**src/rtl/f2c_arb_pkg.sv**
```systemverilog
// Shared types and constants for the FPGA->CPU stream arbiter.
package f2c_arb_pkg;

  localparam int CHAN_WIDTH = 7;
  localparam logic [CHAN_WIDTH-1:0] F2C_ARB_CTRL = 7'h10;

  // Source index width covers the largest supported source count (8).
  localparam int SRC_IDX_W = 3;

  typedef enum logic [0:0] {
    IDLE  = 1'b0,
    GRANT = 1'b1
  } arb_state_e;

  typedef logic [SRC_IDX_W-1:0] src_idx_t;
  typedef logic [7:0]           burst_len_t;

  localparam burst_len_t BURST_LEN_RST = 8'd16;

  // Cyclic successor of a source index.
  function automatic src_idx_t next_idx(src_idx_t idx, int num_src);
    return (int'(idx) == num_src - 1) ? '0 : idx + 1'b1;
  endfunction

endpackage

```
**src/rtl/rr_arb_pick.sv**
```systemverilog
// Cyclic priority encoder: first set request bit at or after ptr, wrapping.
module rr_arb_pick
  import f2c_arb_pkg::*;
#(
  parameter int NUM_SRC = 4
) (
  input  logic [NUM_SRC-1:0] req,
  input  src_idx_t           ptr,
  output logic               any,
  output src_idx_t           idx
);

  // Scan offsets from farthest to nearest so the nearest request wins.
  always_comb begin
    any = |req;
    idx = '0;
    for (int off = NUM_SRC - 1; off >= 0; off--) begin
      for (int j = 0; j < NUM_SRC; j++) begin
        if (req[j] && ((int'(ptr) + off) % NUM_SRC == j)) idx = src_idx_t'(j);
      end
    end
  end

endmodule

```
**src/rtl/f2c_stream_arbiter.sv**
```systemverilog
// Round-robin, burst-granular arbiter sharing the f2c DMA stream between sources.
//
// state | meaning
// IDLE  | no grant held; arbitrate among enabled, valid sources
// GRANT | gnt source owns the stream; data/valid/ready pass through combinationally
module f2c_stream_arbiter
  import f2c_arb_pkg::*;
#(
  parameter int NUM_SRC = 4,
  parameter int TIMEOUT = 64
) (
  input  logic                    pcieClk_in,
  input  logic                    pcieRstN_in,
  input  logic [CHAN_WIDTH-1:0]   cpuChan_in,
  input  logic [31:0]             cpuWrData_in,
  input  logic                    cpuWrValid_in,
  output logic [31:0]             status_out,
  input  logic [NUM_SRC*64-1:0]   srcData_in,
  input  logic [NUM_SRC-1:0]      srcValid_in,
  output logic [NUM_SRC-1:0]      srcReady_out,
  output logic [63:0]             f2cData_out,
  output logic                    f2cValid_out,
  input  logic                    f2cReady_in,
  input  logic                    f2cReset_in
);

  localparam int IDLE_W = $clog2(TIMEOUT);
  localparam logic [IDLE_W-1:0] IDLE_LAST = IDLE_W'(TIMEOUT - 1);

  arb_state_e         state_q, state_d;
  src_idx_t           gnt_q, gnt_d;
  src_idx_t           rr_ptr_q, rr_ptr_d;
  burst_len_t         beat_cnt_q, beat_cnt_d;
  logic [IDLE_W-1:0]  idle_cnt_q, idle_cnt_d;
  logic [NUM_SRC-1:0] en_mask_q, en_mask_d;
  burst_len_t         burst_len_q, burst_len_d;

  logic        pick_any;
  src_idx_t    pick_idx;
  logic        gnt_valid;
  logic        gnt_en;
  logic [63:0] gnt_data;
  logic        cfg_wr;
  logic        beat;
  logic        burst_done;
  logic        idle_done;
  logic        release_gnt;
  logic        unused_wr_bits;

  assign unused_wr_bits = ^{cpuWrData_in[31:24], cpuWrData_in[15:NUM_SRC]};

  rr_arb_pick #(.NUM_SRC(NUM_SRC)) u_pick (
    .req (srcValid_in & en_mask_q),
    .ptr (rr_ptr_q),
    .any (pick_any),
    .idx (pick_idx)
  );

  // Select the granted source's valid, enable bit and data.
  always_comb begin
    gnt_valid = 1'b0;
    gnt_en    = 1'b0;
    gnt_data  = '0;
    for (int i = 0; i < NUM_SRC; i++) begin
      if (gnt_q == src_idx_t'(i)) begin
        gnt_valid = srcValid_in[i];
        gnt_en    = en_mask_q[i];
        gnt_data  = srcData_in[i*64 +: 64];
      end
    end
  end

  assign cfg_wr = cpuWrValid_in && (cpuChan_in == F2C_ARB_CTRL);
  assign beat   = (state_q == GRANT) && gnt_valid && f2cReady_in;
  // >= rather than == so a burst length lowered below the running count ends on the next beat.
  assign burst_done  = beat && (burst_len_q != 8'd0) && (beat_cnt_q >= burst_len_q - 8'd1);
  assign idle_done   = !gnt_valid && (idle_cnt_q == IDLE_LAST);
  assign release_gnt = burst_done || !gnt_en || idle_done;

  // State and register update; async reset restores default config.
  always_ff @(posedge pcieClk_in or negedge pcieRstN_in) begin
    if (!pcieRstN_in) begin
      state_q     <= IDLE;
      gnt_q       <= '0;
      rr_ptr_q    <= '0;
      beat_cnt_q  <= '0;
      idle_cnt_q  <= '0;
      en_mask_q   <= '1;
      burst_len_q <= BURST_LEN_RST;
    end else begin
      state_q     <= state_d;
      gnt_q       <= gnt_d;
      rr_ptr_q    <= rr_ptr_d;
      beat_cnt_q  <= beat_cnt_d;
      idle_cnt_q  <= idle_cnt_d;
      en_mask_q   <= en_mask_d;
      burst_len_q <= burst_len_d;
    end
  end

  // Next-state, counters and config; the stream flush overrides arbitration but keeps config.
  always_comb begin
    state_d     = state_q;
    gnt_d       = gnt_q;
    rr_ptr_d    = rr_ptr_q;
    beat_cnt_d  = beat_cnt_q;
    idle_cnt_d  = idle_cnt_q;
    en_mask_d   = en_mask_q;
    burst_len_d = burst_len_q;

    if (cfg_wr) begin
      en_mask_d   = cpuWrData_in[NUM_SRC-1:0];
      burst_len_d = cpuWrData_in[23:16];
    end

    if (f2cReset_in) begin
      state_d    = IDLE;
      rr_ptr_d   = '0;
      beat_cnt_d = '0;
      idle_cnt_d = '0;
    end else begin
      case (state_q)
        IDLE: begin
          if (pick_any) begin
            state_d    = GRANT;
            gnt_d      = pick_idx;
            beat_cnt_d = '0;
            idle_cnt_d = '0;
          end
        end
        GRANT: begin
          if (beat) begin
            beat_cnt_d = beat_cnt_q + 8'd1;
            idle_cnt_d = '0;
          end else if (!gnt_valid && (idle_cnt_q != IDLE_LAST)) begin
            idle_cnt_d = idle_cnt_q + 1'b1;
          end
          if (release_gnt) begin
            state_d  = IDLE;
            rr_ptr_d = next_idx(gnt_q, NUM_SRC);
          end
        end
        default: state_d = IDLE;
      endcase
    end
  end

  // Output mux: pass-through only while granted and not flushing.
  always_comb begin
    f2cData_out  = '0;
    f2cValid_out = 1'b0;
    srcReady_out = '0;
    if ((state_q == GRANT) && !f2cReset_in) begin
      f2cData_out  = gnt_data;
      f2cValid_out = gnt_valid;
      for (int i = 0; i < NUM_SRC; i++) begin
        srcReady_out[i] = (gnt_q == src_idx_t'(i)) && f2cReady_in;
      end
    end
  end

  assign status_out = {8'(state_q), 8'(gnt_q), beat_cnt_q, 8'(en_mask_q)};

endmodule
```
**config.mk**
```make
export PLATFORM = sky130hd
export DESIGN_NAME = f2c_stream_arbiter
export DESIGN_NICKNAME = d
export VERILOG_FILES = /design/src/rtl/f2c_arb_pkg.sv /design/src/rtl/rr_arb_pick.sv /design/src/rtl/f2c_stream_arbiter.sv
export SDC_FILE = /design/constraint.sdc
export NUM_CORES = 1
export LEC_CHECK = 0
export ABC_AREA = 1
export CORE_AREA = 5 5 154 156
export CTS_CLUSTER_DIAMETER = 60
export CTS_CLUSTER_SIZE = 30
export DETAILED_ROUTE_END_ITERATION = 10
export DIE_AREA = 0 0 159 161
export GPL_TIMING_DRIVEN = 0
export PLACE_DENSITY_LB_ADDON = 0.1
export SETUP_SLACK_MARGIN = 0.02
export SLEW_MARGIN = 20
export SYNTH_ARGS = -nofsm -noshare
export SYNTH_HDL_FRONTEND = slang
export SYNTH_SLANG_ARGS = --single-unit
```
**constraint.sdc**
```tcl
create_clock -name pcieClk_in -period 2.2 [get_ports pcieClk_in]
set_input_delay 0.44 -clock pcieClk_in [delete_from_list [all_inputs] [get_ports pcieClk_in]]
set_output_delay 0.44 -clock pcieClk_in [all_outputs]
set_load 0.005 [all_outputs]
```
After elaboration in Yosys (flattened, before gate mapping) --
Cells that the tools add are included.
Word-level totals: output and inout bits 101, input port bits 304, flip-flop bits (word level) 31, logic and storage cells 137
Cells by class: muxes and demuxes 47, reductions and logical operators 47, magnitude comparators 1, bitwise gates (word level) 6, equality and inequality tests 22, add/subtract/negate cells 7
Operators with widths (number):
- $mux 64 | 5
- $logic_not 32->1 | 3
- $mux 2 | 18
- $logic_and 1x1->1 | 27
- $mux 6 | 4
- $mux 8 | 3
- $eq 3x3->1 const B | 6
- $pmux 8 s2 | 1
- $mux 1 | 13
- $pmux 6 s2 | 1
- $eq 2x2->1 const B | 5
- $eq 3x2->1 const B | 3
- $add 8x1->8 const B | 1
- $ge 8x8->1 | 1
- $reduce_bool 8->1 | 1
- $sub 8x1->8 const B | 1
- $eq 7x5->1 const B | 1
- $add 6x1->6 const B | 1
- $eq 6x6->1 const B | 1
- $ne 6x6->1 const B | 1
- $reduce_and 2->1 | 3
- $reduce_or 2->1 | 3
- $add 2x1->2 const B | 2
- $add 2x2->2 const B | 2
- 15 further kinds | 23

Longest topological paths before layout --
depth after elaboration 20, gate-level depth with buffers 17, depth with buffers taken out 16

By module --
Synthesis repeated with hierarchy kept, for this count alone.
Second synthesis, totals: cell total of the unflattened synthesis 780, area total of the unflattened synthesis 4629.4 um^2
By module, submodules not included:
- f2c_stream_arbiter | area each 4406.7 um^2, times used 1, sequential area each 832.0 um^2, cells each 737
- rr_arb_pick | area each 222.7 um^2, times used 1, sequential area each 0.0 um^2, cells each 43

Least setup slack after synthesis --
Ideal clock, no wire load.
kind flip-flop to output port, start register gnt_q[0], end output port f2cData_out[54], path slack 43 ps, cell stages (with the launch flop) 9, buffers on the path 2, arrival time 1717 ps, data required time 1760 ps, cells stage by stage dfrtp_1 inv_1 ha_1 clkbuf_1 clkbuf_1 a21oi_1 o21ai_0 o21ai_0 a21oi_1
On the way: cells in the longest elaborated chain, start to end 6, elaborated cells between the ends (all ways) 9, classes of those cells eq/ne (3); mux (5); reduce/logical (1)
RTL lines:
- start, declared | RTL line f2c_stream_arbiter.sv:31 | src_idx_t gnt_q, gnt_d;
- start signal, assigned | RTL line f2c_stream_arbiter.sv:92 | gnt_q <= gnt_d;
- $logic_not 3->1 | RTL line f2c_stream_arbiter.sv:65 | if (gnt_q == src_idx_t'(i)) begin
- $mux 64 (3 in series) | RTL line f2c_stream_arbiter.sv:65
- $mux 64 * | RTL line f2c_stream_arbiter.sv:65
- $mux 64 * | RTL line f2c_stream_arbiter.sv:153 | if ((state_q == GRANT) && !f2cReset_in) begin
- end, declared | RTL line f2c_stream_arbiter.sv:21 | output logic [63:0] f2cData_out,
Every way passes the cells marked *; elsewhere a longest branch is shown, timed or not.

Worst setup path in the final report --
start register gnt_q[1], end output port f2cData_out[33]
The elaborated chain is that of the path after synthesis.

==> impl_metrics.tcl <==
set metrics [dict create \
    status "complete, but fails checks" \
    failed_checks "negative setup slack" \
    cp_max_fo 8 \
    clock_skew_ps 5.364 \
    clkPwrFrac 0.071 \
    max_slew_margin 0.6244 \
    place.gp.congestion 0.9345 \
    grtUsageTotal 0.2187 \
    multi_input_area_um2 3660 \
    crit_family "buffers and inverters" \
    cellLeakagePower_nw 4.312 \
    final_nets 1519 \
    cts.path.max_buffers 2 \
    final_hold_viol_count 0 \
    yosysWarnings 0 \
    min_period_over_period 1.122 \
    syn_area_um2 4358 \
    layout.cells.non_filler 1491 \
    dieArea_um2 25600 \
    seq_area_um2 787.0 \
    htreeDepth 2 \
    cts_buffers 5 \
    cp_common_cell "o21ai_1" \
    placedCellCount 1419 \
    antenna_found_initial 7 \
    worstMarginPinSlew_ps 563.4 \
    cts_tree "done" \
    min_path_type "primary input to asynchronous set/reset pin" \
    setup_ws_ps -268.3 \
    synth_compound_area_frac 0.4192 \
    peakVddDrop_mv 0.4799 \
    synth_top_family_by_area "compound AO/OA/AOI/OAI gates" \
    overflow 0 \
    crit_slowest_cell "dfrtp_2" \
    powerDensity_nw_per_um2 946.4 \
    wl_per_cell_um 20.77 \
    cp.arrival_ps 2030 \
    ys_ff_latch 31 \
    required_ps 1760 \
    grt_pass1_wl_um 43610 \
    drt-initial-drc-count 324 \
    synth_mux_area_frac 0.01550 \
    cp-end-kind "primary output" \
    grt_pass1_vias 7032 \
    viasPerCell 4.711 \
    p_int_mw 5.178 \
    root_buffer "clkbuf_16" \
    totalWireLength_um 30960 \
    r2r_cells 19 \
    die_y_um 161 \
    syn_inst 751 \
    start_util 0.1961 \
    fin_setup_tns_ps -13200 \
    syn_avg_cell_area_um2 5.803 \
    area_growth_pct 132.6 \
    pin_count 405 \
    synth-xor-area-share 0.02613 \
    place_hpwl_um 24450 \
    ys_seq_area_frac 0.1794 \
    seqPwrFrac 0.074 \
    path_cells "inv_4 > ha_4 > inv_6 > buf_12 > buf_6 > buf_8 > nor2_1 > o21ai_1 > o21ai_1 > a21oi_1 > buf_2" \
    finalSetupViolCount 77 \
    path_clk_slew_ps 50 \
    power_switching_mw 4.414 \
    timing.fmax_ghz 0.4051 \
    critPathBufInv 6 \
    grt_start_max_net_pins 19 \
    slew_violations 0 \
    rsz0062_at_grt "yes" \
    die_w_um 159 \
    max_stage_delay_ps 450 \
    crit_type "flop to primary output" \
    synth_cell_types 32 \
    drcViolationCount 0 \
    swShare 0.4602 \
    start_kind "flop" \
    layout-drive-gt1-share 0.2942 \
    drt_pre_antenna_iters 5 \
    path_depth 11 \
    drv_cap 0 \
    synth_adder_area_share 0.04594 \
    cts_num_sinks 31 \
    drtAntennaViolNets 0 \
    cts-hold-fix-buffers 0 \
    synth-simple-area-share 0.1878 \
    layout_min_cycle_time_ps 2468 \
    portBuffers 366 \
    core_area_um2 22230 \
    fill_cells 2297 \
    clk_latency_ps 270 \
    pwr-share-comb 0.855 \
    row_count 55 \
    vias 7024 \
]
layer usage:
metal	vias up	global-route usage	part of all wire
met5	-	0	0.0011
met4	4	0.07212	0.032
met3	57	0.08293	0.090
met2	258	0.3839	0.51
met1	3237	0.2445	0.37
li1	3468	-	-
worst paths after layout:
path | slack [ps] | endpoint | start
max | -270 | f2cData_out[33] | gnt_q[1]$_DFFE_PN0P_
min | 90 | burst_len_q[3]$_DFFE_PN0P_ | pcieRstN_in
max reg2reg | -120 | beat_cnt_q[2]$_DFFE_PN0P_ | gnt_q[1]$_DFFE_PN0P_
min reg2reg | 480 | idle_cnt_q[5]$_DFFE_PN0P_ | idle_cnt_q[5]$_DFFE_PN0P_
max in group asynchronous | 1610 | en_mask_q[1]$_DFFE_PN1P_ | pcieRstN_in
min in group pcieClk_in | 480 | idle_cnt_q[5]$_DFFE_PN0P_ | idle_cnt_q[5]$_DFFE_PN0P_
placed cells by master (no fill, tap or decap), drive strengths merged:
master and count:
xnor2 1, dfstp 5, o21a 1, ha 16, dfrtp 26, clkdlybuf4s50 297
nand4 7, a31oi 1, xor2 12, nor3 12, dlygate4sd2 1, nand2 72
mux2 6, a211oi 1, nand3 17, clkbuf 60, o211ai 1, inv 45
buf 151, diode 6, conb 17, a21boi 1, o21ai 213, nor4 2
clkinv 1, a21oi 144, nor2 89, clkdlybuf4s15 1
flip-flops by register name, indices dropped and copies added, names as in the netlist:
| name | count |
|---|---|
| beat_cnt_q | 8 |
| burst_len_q | 8 |
| idle_cnt_q | 6 |
| en_mask_q | 4 |
| gnt_q | 2 |
| rr_ptr_q | 2 |
| state_q | 1 |
synth_stat cells:
cell type  instances  share of area
buf_2              3         0.0034
nand2_1           70          0.060
mux2_2             6          0.016
nand4_1            7          0.010
a211oi_1           1         0.0017
dfrtp_1           26           0.15
nor3_1            12          0.014
o21a_1             1         0.0017
o211ai_1           1         0.0017
nand2_2            2         0.0029
nor4_1             2         0.0029
nor2_1            88          0.076
o21ai_2            1         0.0020
buf_1              5         0.0043
nor2_4             1         0.0026
nand3_1           17          0.020
conb_1             1        0.00086
dfstp_2            5          0.030
inv_2              2         0.0017
clkinv_4           1         0.0020
clkbuf_1          51          0.044
o21ai_1            5         0.0057
a21boi_0           1         0.0017
a31oi_1            1         0.0014
o21ai_0          207           0.24
ha_1              16          0.046
inv_1             42          0.036
a21oi_1          144           0.17
buf_4             18          0.031
buf_6              1         0.0026
xor2_1            12          0.024
xnor2_1            1         0.0020
timing repair:
item	in CTS	in global routing
setup endpoints to repair	80	86
pin swaps	41	104
cloned	7	6
gates resized for setup	540	204
setup buffers	21	25
power groups by stage:
stage | sequential (mW) | combinational (mW) | clock, mW
4_1_cts | 0.708 | 6.81 | 0.699
6_report | 0.711 | 8.20 | 0.682
3_5_place_dp | 0.695 | 4.74 | 0
3_3_place_gp | 0.699 | 4.74 | 0
2_1_floorplan | 0.676 | 2.65 | 0
5_1_grt | 0.720 | 8.82 | 0.716
through the flow:
stage | utilization | setup WS [ps] | power (mW) | cell area (um2) | hold WS, ps
CTS | 0.4194 | -308.0 | 8.215 | 9323 | 94.69
detailed placement | 0.3806 | -1409 | 5.430 | 8461 | 385.0
finish | 0.4560 | -268.3 | 9.591 | 10130 | 85.58
global route | 0.4558 | -397.7 | 10.26 | 10130 | 108.1
global placement | 0.3796 | -1410 | 5.439 | 8438 | 482.7
floorplan | - | 42.65 | 3.326 | 4418 | 144.4
final cells by class:
type	instances	share of cell area
Timing Repair Buffer	425	0.3984
Multi-Input combinational cell	613	0.3611
Buffer	78	0.09222
Sequential cell	31	0.07765
Tap cell	285	0.03519
Inverter	45	0.01938
Clock buffer	7	0.01407
Antenna cell	6	0.001481
Clock inverter	1	0.0004938
cell families after synthesis:
group | Yosys count
AO/OA/AOI/OAI | 362
XOR/XNOR | 13
adder cells (fa/ha/maj) | 16
buffers and inverters | 123
flip-flops | 31
multiplexers | 6
other | 1
AND/OR/NAND/NOR | 199
Power figures use the tool's default switching activity.
